<file path="config.mk">
export PLATFORM = sky130hd
export DESIGN_NAME = demux_dispatcher_flat
export DESIGN_NICKNAME = d
export VERILOG_FILES = /design/src/rtl/demux_dispatcher_if.sv /design/src/rtl/demux_dispatcher.sv /design/src/flat_wrapper.sv
export SDC_FILE = /design/constraint.sdc
export NUM_CORES = 1
export LEC_CHECK = 0
export ABC_AREA = 0
export BUFFER_PORTS_ARGS = -buffer_cell sky130_fd_sc_hd__buf_2
export CAP_MARGIN = 20
export CORE_MARGIN = 10
export CORE_UTILIZATION = 35
export DETAILED_ROUTE_END_ITERATION = 10
export GPL_TIMING_DRIVEN = 1
export PLACE_DENSITY = 0.61
export SYNTH_ARGS = -nofsm -noshare
export SYNTH_HDL_FRONTEND = slang
export SYNTH_SLANG_ARGS = --single-unit
export TNS_END_PERCENT = 100
</file>
<file path="constraint.sdc">
create_clock -name i_clk -period 2.5 [get_ports i_clk]
set_input_delay 0.375 -clock i_clk [delete_from_list [all_inputs] [get_ports i_clk]]
set_output_delay 0.375 -clock i_clk [all_outputs]
set_load 0.005 [all_outputs]
</file>
<file path="src/rtl/demux_dispatcher_if.sv">
// Handshake and demux-facing signal bundle for demux_dispatcher.
// The master side is the upstream source plus the four channel sinks; the slave side is the dispatcher.
interface demux_dispatcher_if #(
  parameter int DW = 2
);
  logic [DW-1:0] in_data;
  logic [1:0]    in_dest;
  logic          mode;
  logic          in_valid;
  logic          in_ready;
  logic [DW-1:0] a;
  logic [1:0]    sel;
  logic [3:0]    ch_valid;
  logic [3:0]    ch_ready;
  logic          drop;
  logic [7:0]    sent_cnt;

  modport master (
    output in_data, in_dest, mode, in_valid, ch_ready,
    input  in_ready, a, sel, ch_valid, drop, sent_cnt
  );

  modport slave (
    input  in_data, in_dest, mode, in_valid, ch_ready,
    output in_ready, a, sel, ch_valid, drop, sent_cnt
  );
endinterface

</file>
<file path="src/rtl/demux_dispatcher.sv">
// Sequences a 1-to-4 demux: accepts one word, offers it on a one-hot channel valid,
// retires it on that channel's ready, and retargets or drops it when the channel times out.
module demux_dispatcher #(
  parameter int DW      = 2,
  parameter int TIMEOUT = 8
) (
  input  logic                i_clk,
  input  logic                i_rst,
  demux_dispatcher_if.slave   bus
);

  localparam int TW = $clog2(TIMEOUT);
  localparam logic [TW-1:0] TLAST = TW'(TIMEOUT - 1);

  typedef enum logic {
    S_IDLE = 1'b0,
    S_HOLD = 1'b1
  } state_t;

  state_t        r_state;
  logic [DW-1:0] r_a;
  logic [1:0]    r_sel;
  logic [1:0]    r_rr;
  logic [TW-1:0] r_timer;
  logic [1:0]    r_tries;
  logic          r_mode;
  logic          r_drop;
  logic [7:0]    r_sent;

  logic w_in_ready;
  logic w_accept;
  logic w_sel_ready;
  logic w_timeout;
  logic w_retry;

  // Ready is gated by reset so it falls immediately, not at the next edge.
  assign w_in_ready  = (r_state == S_IDLE) & ~i_rst;
  assign w_accept    = bus.in_valid & w_in_ready;
  assign w_sel_ready = bus.ch_ready[r_sel];
  assign w_timeout   = (r_timer == TLAST);
  // Only round-robin retargets, and only until every channel has been offered once.
  assign w_retry     = ~r_mode & (r_tries != 2'd3);

  always_ff @(posedge i_clk or posedge i_rst) begin
    if (i_rst) begin
      r_state <= S_IDLE;
      r_a     <= '0;
      r_sel   <= 2'd0;
      r_rr    <= 2'd0;
      r_timer <= '0;
      r_tries <= 2'd0;
      r_mode  <= 1'b0;
      r_drop  <= 1'b0;
      r_sent  <= 8'd0;
    end else begin
      r_drop <= 1'b0;
      case (r_state)
        S_IDLE: begin
          if (w_accept) begin
            r_a     <= bus.in_data;
            r_mode  <= bus.mode;
            r_sel   <= bus.mode ? bus.in_dest : r_rr;
            r_timer <= '0;
            r_tries <= 2'd0;
            r_state <= S_HOLD;
          end
        end
        S_HOLD: begin
          // Ready wins over a coincident timeout.
          if (w_sel_ready) begin
            r_sent  <= r_sent + 8'd1;
            r_rr    <= r_sel + 2'd1;
            r_state <= S_IDLE;
          end else if (!w_timeout) begin
            r_timer <= r_timer + 1'b1;
          end else if (w_retry) begin
            r_sel   <= r_sel + 2'd1;
            r_tries <= r_tries + 2'd1;
            r_timer <= '0;
          end else begin
            r_drop  <= 1'b1;
            r_rr    <= r_sel + 2'd1;
            r_state <= S_IDLE;
          end
        end
        default: r_state <= S_IDLE;
      endcase
    end
  end

  assign bus.in_ready = w_in_ready;
  assign bus.a        = r_a;
  assign bus.sel      = r_sel;
  assign bus.ch_valid = (r_state == S_HOLD) ? (4'b0001 << r_sel) : 4'b0000;
  assign bus.drop     = r_drop;
  assign bus.sent_cnt = r_sent;

endmodule

</file>
<file path="src/flat_wrapper.sv">
// flat-port wrapper written by rule: the top's interface ports become plain ports
module demux_dispatcher_flat 
#(
  parameter int DW      = 2,
  parameter int TIMEOUT = 8
)
  (i_clk, i_rst, bus_in_data, bus_in_dest, bus_mode, bus_in_valid, bus_ch_ready, bus_in_ready, bus_a, bus_sel, bus_ch_valid, bus_drop, bus_sent_cnt);
  demux_dispatcher_if #(.DW(DW)) bus_i ();
  input  logic i_clk;
  input  logic i_rst;
  input wire logic [$bits(bus_i.in_data)-1:0] bus_in_data;
  input wire logic [$bits(bus_i.in_dest)-1:0] bus_in_dest;
  input wire logic [$bits(bus_i.mode)-1:0] bus_mode;
  input wire logic [$bits(bus_i.in_valid)-1:0] bus_in_valid;
  input wire logic [$bits(bus_i.ch_ready)-1:0] bus_ch_ready;
  output wire logic [$bits(bus_i.in_ready)-1:0] bus_in_ready;
  output wire logic [$bits(bus_i.a)-1:0] bus_a;
  output wire logic [$bits(bus_i.sel)-1:0] bus_sel;
  output wire logic [$bits(bus_i.ch_valid)-1:0] bus_ch_valid;
  output wire logic [$bits(bus_i.drop)-1:0] bus_drop;
  output wire logic [$bits(bus_i.sent_cnt)-1:0] bus_sent_cnt;
  assign bus_i.in_data = bus_in_data;
  assign bus_i.in_dest = bus_in_dest;
  assign bus_i.mode = bus_mode;
  assign bus_i.in_valid = bus_in_valid;
  assign bus_i.ch_ready = bus_ch_ready;
  assign bus_in_ready = bus_i.in_ready;
  assign bus_a = bus_i.a;
  assign bus_sel = bus_i.sel;
  assign bus_ch_valid = bus_i.ch_valid;
  assign bus_drop = bus_i.drop;
  assign bus_sent_cnt = bus_i.sent_cnt;
  demux_dispatcher #(.DW(DW), .TIMEOUT(TIMEOUT)) u_core (.i_clk(i_clk), .i_rst(i_rst), .bus(bus_i));
endmodule
</file>
==> impl_metrics.ini <==
[status]
status = complete, no violations

[job]
cap_violations = 0

[routing]
dr_wl_met2_mm = 1.08
met1Wirelength_mm = 1.17
via_per_inst = 4.86
drt_iter0_markers = 33
dr.max_layer_used = met4
vias = 875
routed_wl_mm = 2.50
avgRoutedWirePerCell_um = 13.9
wl_met3_um = 223
dr.pass1.iters = 4
drt_drc_violations_left = 0
ant_nets = 0

[finish]
drive_above_1_share = 0.358
num-nets-final = 156
diodes = 0
fill_cells = 330
area_growth_pct = 18.6

[floorplan]
die_x_um = 78.7
die_area_sq_um = 6190
fp-row-count = 21
num_io_pins = 30
start_util = 0.361
die-height_um = 78.7
core_sq_um = 3340

[clock_tree]
cts_tree = done
cts_setup_buffers = 0
clock_latency_ps = 300
cts_hold_buffers = 0
cts_buffers = 3
clkTransAtPathRegs_ps = 120
cts_sinks = 22
ctsResizeCount = 0
cts-root-buf = clkbuf_4
h-tree-depth = 1
cts_buffer_depth = 2

[grt]
grt_start_max_net_pins = 23
grt_usage = 0.0848
grt_pass1_wl_mm = 4.39
antenna_found_initial = 0
grt_pass1_vias = 972
overflow = 0

[pwr]
p_leak_uw = 0.000722
irDropWorstVdd_mv = 0.382
finalPower_uw = 1350
p_per_area_nw_per_um2 = 945

[min_path]
hold_class = input pin to async pin

[logic_synthesis]
synth_nets = 125
syn-instance-count = 104
syn-cell-area_sq_um = 1210
synth_edf_count = 0
syn_area_per_cell_sq_um = 11.6
ys_seq_elements = 22
ys_types = 29
synth_area_leaders = dfrtp_1, ha_1, mux2_2
synth_area_leader_cell = dfrtp_1
ys_async_sr_fraction = 1.00
yosysWarnings = 0
yosysSeqAreaShare = 0.456
synth_top_flop_cell = dfrtp_1
synth_top_area_share = 0.456

[timing]
tns_ps = 0
worstMarginPinSlew_ps = 827
rsz0062_at_grt = no
skew_ps = 7.31
worst_slack_ps = 543
drv_slew = 0
final_hold_viol_count = 0
fmax_mhz = 511
period_needed_ps = 1960
setup_viol = 0
fin_crit_sh = 0.783
slew_headroom = 0.448

[setup_path]
cp.arrival_ps = 2150
path_max_fanout = 12
criticalPathCategory = flop to flop
startpoint_type = flop
rrSetupSlack_ps = 540
end_kind = flop
critPathBufInv = 0
slowest_stage = mux4_2
path_cells = mux4_2, o21ai_0, mux2_2
critPathRequiredTime_ps = 2690
cp_top_family = multiplexers
cpPeakStageDelay_ps = 670

[placement]
place_ws_ps = 555
place.gp.congestion = 0.780
io_buffers = 29
dp_hpwl_mm = 1.99
-- synth_stat cells (all sizes together) (3+ instances only) --
cell and count:
and2 6, ha 9, dfrtp 22, nand2 7, nand4 3, xnor2 7
inv 5, nand3 3, clkbuf 3, and3 3, mux2i 4, mux2 9
-- worst paths after layout --
kind	startpoint	to	depth (start not counted)
min	i_rst	u_core.bus.a[0]	2
min reg2reg	u_core.bus.sent_cnt[7]	u_core.bus.sent_cnt[7]	1
max in group asynchronous	i_rst	u_core.r_timer[1]	2
max	u_core.bus.sel[0]	u_core.r_rr[1]	3
max reg2reg	u_core.bus.sel[0]	u_core.r_rr[1]	3
min in group i_clk	bus_in_data[1]	u_core.bus.a[1]	2
-- cells by family (layout without fill, tap and decap cells) --
family,after synthesis,after routing,share of synthesized area
adder cells (fa/ha/maj),9,9,0.0934
buffers and inverters,9,39,0.0342
flip-flops,22,22,0.456
AND/OR/NAND/NOR,33,33,0.166
multiplexers,14,14,0.136
XOR/XNOR,7,7,0.0508
AO/OA/AOI/OAI,10,10,0.0633
-- worst reg2reg max path, delay by kind of cell, from the launching register on --
family	cells	cell delay, ps
AOI/OAI and AO/OA	1	330
muxes	2	1040
DFF	1	480
-- cell usage in the layout, fill, tap and decap left out, drive strengths merged, types with 2 or more instances in the layout --
cell and count:
nor2 2, a22o 2, clkbuf 4, nand3 3, and3 3, and2 6
buf 30, xnor2 7, mux2 9, o22ai 2, dfrtp 22, nand2 7
or2 2, a22oi 2, mux2i 4, ha 9, and4 2, inv 5
nand4 3
-- final cells by class --
type,count,area (sq um),share of cell area
tap,46,57.6,0.0402
timing repair buffer,30,153,0.107
multi-input combinational,73,614,0.430
inverter,5,18.8,0.0131
sequential,22,551,0.385
clock buffer,4,36.3,0.0254
-- report_power, final --
part           switching, uW  internal [uW]  total (uW)
registers                124            475         598
clock network            102           88.7         191
logic                    276            286         562
total                    502            849        1350
-- routing by layer --
layer,vias to the layer above,global-route usage
li1,429,-
met1,415,0.105
met2,29,0.127
met3,2,0.0327
met4,0,0.0376
met5,-,0
-- registers in the layout (all words and copies together), names as in the netlist --
| signal | count |
|---|---|
| u_core.bus.a | 2 |
| u_core.bus.drop | 1 |
| u_core.bus.sel | 2 |
| u_core.bus.sent_cnt | 8 |
| u_core.r_mode | 1 |
| u_core.r_rr | 2 |
| u_core.r_state | 1 |
| u_core.r_timer | 3 |
| u_core.r_tries | 2 |
-- through the flow --
step / hold slack (ps) / util / instance area (sq um) / instances
floorplan: 364 / - / 1210 / 104
global placement: 458 / 0.418 / 1390 / 176
detailed placement: 474 / 0.418 / 1390 / 176
CTS: 259 / 0.429 / 1430 / 180
global route: 274 / 0.429 / 1430 / 180
finish: 232 / 0.429 / 1430 / 180
(Power assumes the default switching activity.)
